### config.mk
export PLATFORM = sky130hd
export DESIGN_NAME = serial_addsub
export DESIGN_NICKNAME = d
export VERILOG_FILES = /design/src/rtl/serial_addsub.sv
export SDC_FILE = /design/constraint.sdc
export NUM_CORES = 1
export LEC_CHECK = 0
export BUFFER_PORTS_ARGS = -buffer_cell sky130_fd_sc_hd__buf_2
export CAP_MARGIN = 20
export CORE_ASPECT_RATIO = 1.2
export CORE_MARGIN = 2
export CORE_UTILIZATION = 40
export CTS_BUF_LIST = sky130_fd_sc_hd__clkbuf_16
export DETAILED_ROUTE_END_ITERATION = 12
export PLACE_DENSITY = 0.7
export SLEW_MARGIN = 10
export SYNTH_ARGS = -nofsm -noshare
export SYNTH_HDL_FRONTEND = slang
export SYNTH_SLANG_ARGS = --single-unit
### constraint.sdc
create_clock -name i_clk -period 1.34 [get_ports i_clk]
set_clock_uncertainty 0.1 [all_clocks]
set_input_delay 0.201 -clock i_clk [delete_from_list [all_inputs] [get_ports i_clk]]
set_output_delay 0.201 -clock i_clk [all_outputs]
set_load 0.1 [all_outputs]
### src/rtl/serial_addsub.sv
// Bit-serial adder/subtractor: one full-adder cell plus a carry flip-flop, LSB first.
// Reports unsigned carry (no-borrow on subtract) and signed two's-complement overflow.
module serial_addsub #(
  parameter int WIDTH = 8
) (
  input  logic             i_clk,
  input  logic             i_reset,
  input  logic             i_start,
  input  logic             i_mode,
  input  logic [WIDTH-1:0] i_a,
  input  logic [WIDTH-1:0] i_b,
  output logic             o_busy,
  output logic             o_done,
  output logic [WIDTH-1:0] o_result,
  output logic             o_carry,
  output logic             o_overflow
);

  localparam int CW = (WIDTH > 1) ? $clog2(WIDTH) : 1;

  typedef enum logic [1:0] {
    S_IDLE = 2'd0,
    S_RUN  = 2'd1,
    S_DONE = 2'd2
  } state_t;

  state_t           r_state;
  state_t           w_state_next;
  logic [WIDTH-1:0] r_a;
  logic [WIDTH-1:0] r_b;
  logic [WIDTH-1:0] r_result;
  logic             r_cy;
  logic             r_carry;
  logic             r_ovf;
  logic [CW-1:0]    r_cnt;

  logic w_accept;
  logic w_last;
  logic w_sum;
  logic w_cout;

  assign w_accept = (r_state != S_RUN) && i_start;
  assign w_last   = (r_cnt == CW'(WIDTH - 1));

  assign w_sum  = r_a[0] ^ r_b[0] ^ r_cy;
  assign w_cout = (r_a[0] & r_b[0]) | (r_cy & (r_a[0] ^ r_b[0]));

  always_ff @(posedge i_clk) begin
    if (i_reset) begin
      r_state <= S_IDLE;
    end else begin
      r_state <= w_state_next;
    end
  end

  always_comb begin
    w_state_next = r_state;
    case (r_state)
      S_IDLE: begin
        if (i_start) begin
          w_state_next = S_RUN;
        end
      end
      S_RUN: begin
        if (w_last) begin
          w_state_next = S_DONE;
        end
      end
      S_DONE: begin
        w_state_next = i_start ? S_RUN : S_IDLE;
      end
      default: w_state_next = S_IDLE;
    endcase
  end

  // Subtraction is A + ~B + 1: B is inverted at load and the carry FF seeded with 1.
  always_ff @(posedge i_clk) begin
    if (i_reset) begin
      r_a      <= '0;
      r_b      <= '0;
      r_result <= '0;
      r_cy     <= 1'b0;
      r_carry  <= 1'b0;
      r_ovf    <= 1'b0;
      r_cnt    <= '0;
    end else if (w_accept) begin
      r_a      <= i_a;
      r_b      <= i_b ^ {WIDTH{i_mode}};
      r_cy     <= i_mode;
      r_cnt    <= '0;
      r_result <= '0;
      r_carry  <= 1'b0;
      r_ovf    <= 1'b0;
    end else if (r_state == S_RUN) begin
      r_a      <= r_a >> 1;
      r_b      <= r_b >> 1;
      r_result <= {w_sum, r_result[WIDTH-1:1]};
      r_cy     <= w_cout;
      if (!w_last) begin
        r_cnt <= r_cnt + CW'(1);
      end
      // r_cy here is the carry into the MSB, so overflow is carry-in XOR carry-out.
      if (w_last) begin
        r_carry <= w_cout;
        r_ovf   <= r_cy ^ w_cout;
      end
    end
  end

  assign o_busy     = (r_state == S_RUN);
  assign o_done     = (r_state == S_DONE);
  assign o_result   = r_result;
  assign o_carry    = r_carry;
  assign o_overflow = r_ovf;

endmodule

### Word level (Yosys, flattened, before mapping)

Index checks and enable logic that the tools add are counted.

| storage, ports and cells | value |
|---|---|
| bits in registers | 32 |
| bits of input ports | 20 |
| word-level logic and storage cells | 40 |
| output and inout port bits | 12 |

| cells by class | value |
|---|---|
| bitwise logic cells | 8 |
| add/sub/neg operators | 1 |
| muxes and demuxes | 10 |
| eq/ne operators | 6 |
| reduce and logical (&&, ||, !) cells | 7 |

Operators with widths:

| operator | number |
|---|---|
| 8-bit two-way mux | 4 |
| 8-bit bitwise XOR | 1 |
| 2-bit one-hot mux with 3 select lines | 1 |
| 2-bit AND reduction | 3 |
| 2-bit two-way mux | 2 |
| 2-bit by 1-bit != test with 1-bit output (second input constant) | 2 |
| 3-bit by 1-bit adder with 3-bit output (second input constant) | 1 |
| 3-bit == test (second input constant) | 1 |
| 1-bit two-way mux | 3 |
| 1-bit bitwise XOR | 3 |
| 1-bit AND | 2 |
| 2-bit by 1-bit == test with 1-bit output (second input constant) | 1 |
| 2-bit == test (second input constant) | 1 |
| 2-bit logical NOT | 1 |
| 2-bit != test (second input constant) | 1 |
| 2-bit nonzero test | 1 |
| 2-bit OR reduction | 1 |
| 1-bit logical AND | 1 |
| 1-bit NOT | 1 |
| 1-bit OR | 1 |

### Logic depth before layout (Yosys ltp)

| depth | value |
|---|---|
| depth in word-level cells | 5 |
| gate-level depth with buffers | 6 |
| depth with buffers taken out | 5 |

### Worst setup path after synthesis

OpenSTA, ideal clock, no wires.

| timing | value |
|---|---|
| kind | register to output |
| from | register r_state[1] |
| to | output port o_done |
| setup slack | -663 ps |
| data arrival time | 1,702 ps |
| stages on the path, launching flop included | 2 |
| data required time | 1,039 ps |
| path buffers | 0 |
| path through | dfxtp_1 > nor2b_1 |

| between the ends | value |
|---|---|
| longest elaborated chain between the ends | 1 |

RTL lines:

| item | RTL line | source |
|---|---|---|
| start, declared | 27 | `state_t r_state;` |
| start signal, assigned | 52 | `r_state <= w_state_next;` |
| 2-bit == test | 111 | `assign o_done = (r_state == S_DONE);` |
| end, declared | 13 | `output logic o_done,` |

Every way passes these cells.

### Worst setup path in the final report

| timing | value |
|---|---|
| from | register r_state[0] |
| to | output port o_done |

Same word-level chain as after synthesis.

==> flow_summary.toml <==
[timing]
setup_viol = 0
worst_slew_pin_slew_ps = 242.8
timing_hold_violations_final = 0
period_needed_ps = 1338
relSlewSlack_pct = 83.78
grt_setup_unrepaired = "true"
final_max_slew_viol_count = 0
fmax_mhz = 747.7
min_period_over_period_pct = 99.81

[global_routing]
gr-total-overflow = 0
grt_pass1_vias = 1150
grt_util_all_layers_pct = 16.17
antenna_found_initial = 0
grt_max_degree = 28
grt_pass1_wl_um = 5099

[routing]
vias = 1251
drc_errors = 0
dr_wl_met2_um = 1559
wl_um = 3095
wl_per_cell_um = 12.63
drtIter0Drc = 14
wirelength_met1_um = 1299
route.met3.wl_um = 123
first_pass_iters = 4
ant_nets = 0
top_layer = "met4"
drt-vias-per-instance = 5.106

[synthesis]
synth_cell_types = 28
ys_ff_latch = 32
seq_area_frac_synth_pct = 43.39
syn_nets = 183
avgSynthCellArea_sq_um = 9.228
netlist_area_sq_mm = 0.001476
ys_warn_count = 0
synth_cells = 160

[finish]
layout_common_cells = "nand2_1, buf_2, nor2_1, dfxtp_1"
fin_cells = 245
syn_to_final_growth_pct = 47.71
fin_nets = 228
antennaDiodeCount = 0
drive_gt1_share_pct = 43.20
fillCellCount = 285
layout_commonest_cell = "nand2_1"

[clock_tree]
root_buffer = "clkbuf_16"
cts_tree = "built"
htree_levels = 2
cts_sinks = 32
clk_pin_slew_worst_paths_ps = 50
clockBufferDepth = 2
numCtsBuffers = 5
clkLatencyLatePin_ps = 280

[setup_path]
cp-end-kind = "output pin"
path_class = "reg -> out"
crit_fanout = 2
start_kind = "flop"
rr_worst_depth = 5
r2r_start = "r_cnt[0]"
crit_arrival_ps = 1040
required_ps = 1040
reg2reg_to = "r_cnt[0]"
r2r_slack_ps = 30

[place]
place_congestion = 0.8090
dp_hpwl_um = 2052
port_buffers = 31
dp_cells = 230

[power_and_ir_drop]
p_leak_uw = 0.0008892
power.total_uw = 2683
pwr_density_cell_mw_per_mm2 = 1230
peakVddDrop_uv = 859.5

[run_status]
status = "finished clean"

[hold_path]
hp-start = "i_a[7]"
hold_depth = 3
hp-class = "in -> reg"
worst_hold_path.endpoint = "r_a[7]"

[die]
coreArea_sq_mm = 0.003573
die_x_um = 59.46
io_pins = 32
rows = 24
dieArea_sq_mm = 0.004195
die-height_um = 70.55
initial_utilization_pct = 41.32

[job]
max_cap_viol_count = 0
==> report_power, final <==
part,leakage [uW],internal [uW],switching [uW]
Clock,0.0000850,864,384
Sequential,0.000269,1010,35.7
Combinational,0.000535,186,206
Total,0.000889,2060,625
==> layer usage <==
layer	vias to the layer above	GRT usage, %
li1	634	-
met3	10	4.388
met4	0	9.343
met1	570	18.40
met5	-	0
met2	37	26.50
==> cell type report <==
class                      instances  area (sq um)  area share (%)
clock buffer                       5         125.1           5.737
clock inverter                     3         38.79           1.779
inverter                           2         15.01          0.6885
multi-input combinational        114         782.0           35.86
sequential                        32         658.1           30.18
tap                               39         48.80           2.238
timing repair buffer              49         506.7           23.24
timing repair inverter             1         6.256          0.2869
==> synthesized netlist by cell type, drive strengths merged <==
master   number  area [sq um]
fa            1         20.02
a2111oi       1         15.01
nor3b         1         12.51
nor3          1         5.000
nand3         2         10.01
nand3b        1         7.510
buf          12         90.08
xnor2         9         78.83
nor2b         1         6.260
nand2        27         101.4
a211o         7         61.31
inv           2         12.51
mux2i         9         90.09
a21oi        20         133.9
a211oi        8         60.06
nor2         19         73.82
xor2          1         8.760
dfxtp        32         640.6
o21ai         2         10.01
a21o          1         7.510
nand2b        1         6.260
ha            2         25.02
==> cells by family (layout without fill, tap and decap cells) <==
| group | Yosys count | in the layout | share of synthesized area, % |
|---|---|---|---|
| AO/OA/AOI/OAI | 39 | 39 | 19.49 |
| XOR/XNOR | 10 | 10 | 5.933 |
| adder cells (fa/ha/maj) | 3 | 3 | 3.051 |
| buffers and inverters | 14 | 60 | 6.949 |
| flip-flops | 32 | 32 | 43.39 |
| multiplexers | 9 | 9 | 6.102 |
| AND/OR/NAND/NOR | 53 | 53 | 15.09 |
==> what timing repair did <==
action | 4_1_cts | 5_1_grt
resized for setup | 9 | 4
hold buffers | 0 | 0
buffers inserted | 3 | 3
gates cloned | 1 | 0
endpoints found under the setup margin | 11 | 9
pin swaps | 1 | 4
==> sequential cells by signal (all words and copies together), names as in the netlist <==
signal      count
o_result        8
r_a             8
r_b             8
r_cnt           3
r_state         2
o_carry         1
o_overflow      1
r_cy            1
==> metrics by stage <==
stage | setup WS [ps] | hold slack, ps | util, % | area [sq um] | TNS [ps]
after CTS | -2.651 | 125.4 | 59.94 | 2142 | -2.651
after global placement | 23.40 | 341.7 | 53.92 | 1927 | 0
after global routing | -18.25 | 162.5 | 61.03 | 2181 | -41.68
after floorplan | 9.954 | 296.3 | - | 1521 | 0
after detailed placement | -14.15 | 347.0 | 53.92 | 1927 | -65.78
final | 2.486 | 125.1 | 61.03 | 2181 | 0
==> critical path, stage by stage (launching register included) <==
cell     delay (ps)
dfxtp_2         340
buf_6           130
nor2b_4         120
buf_12          180
==> how the worst max path moves through the flow <==
stage	from	to	slack [ps]	cells past startpoint
2_1_floorplan	r_state[0]	o_result[2]	10	6
3_3_place_gp	r_a[0]	o_overflow	20	4
3_5_place_dp	r_state[1]	r_a[5]	-10	4
4_1_cts	r_state[1]	o_busy	-3	3
5_1_grt	r_state[0]	o_done	-20	3
6_report	r_state[0]	o_done	2	3
No activity file was read; power rests on OpenSTA's default activity.
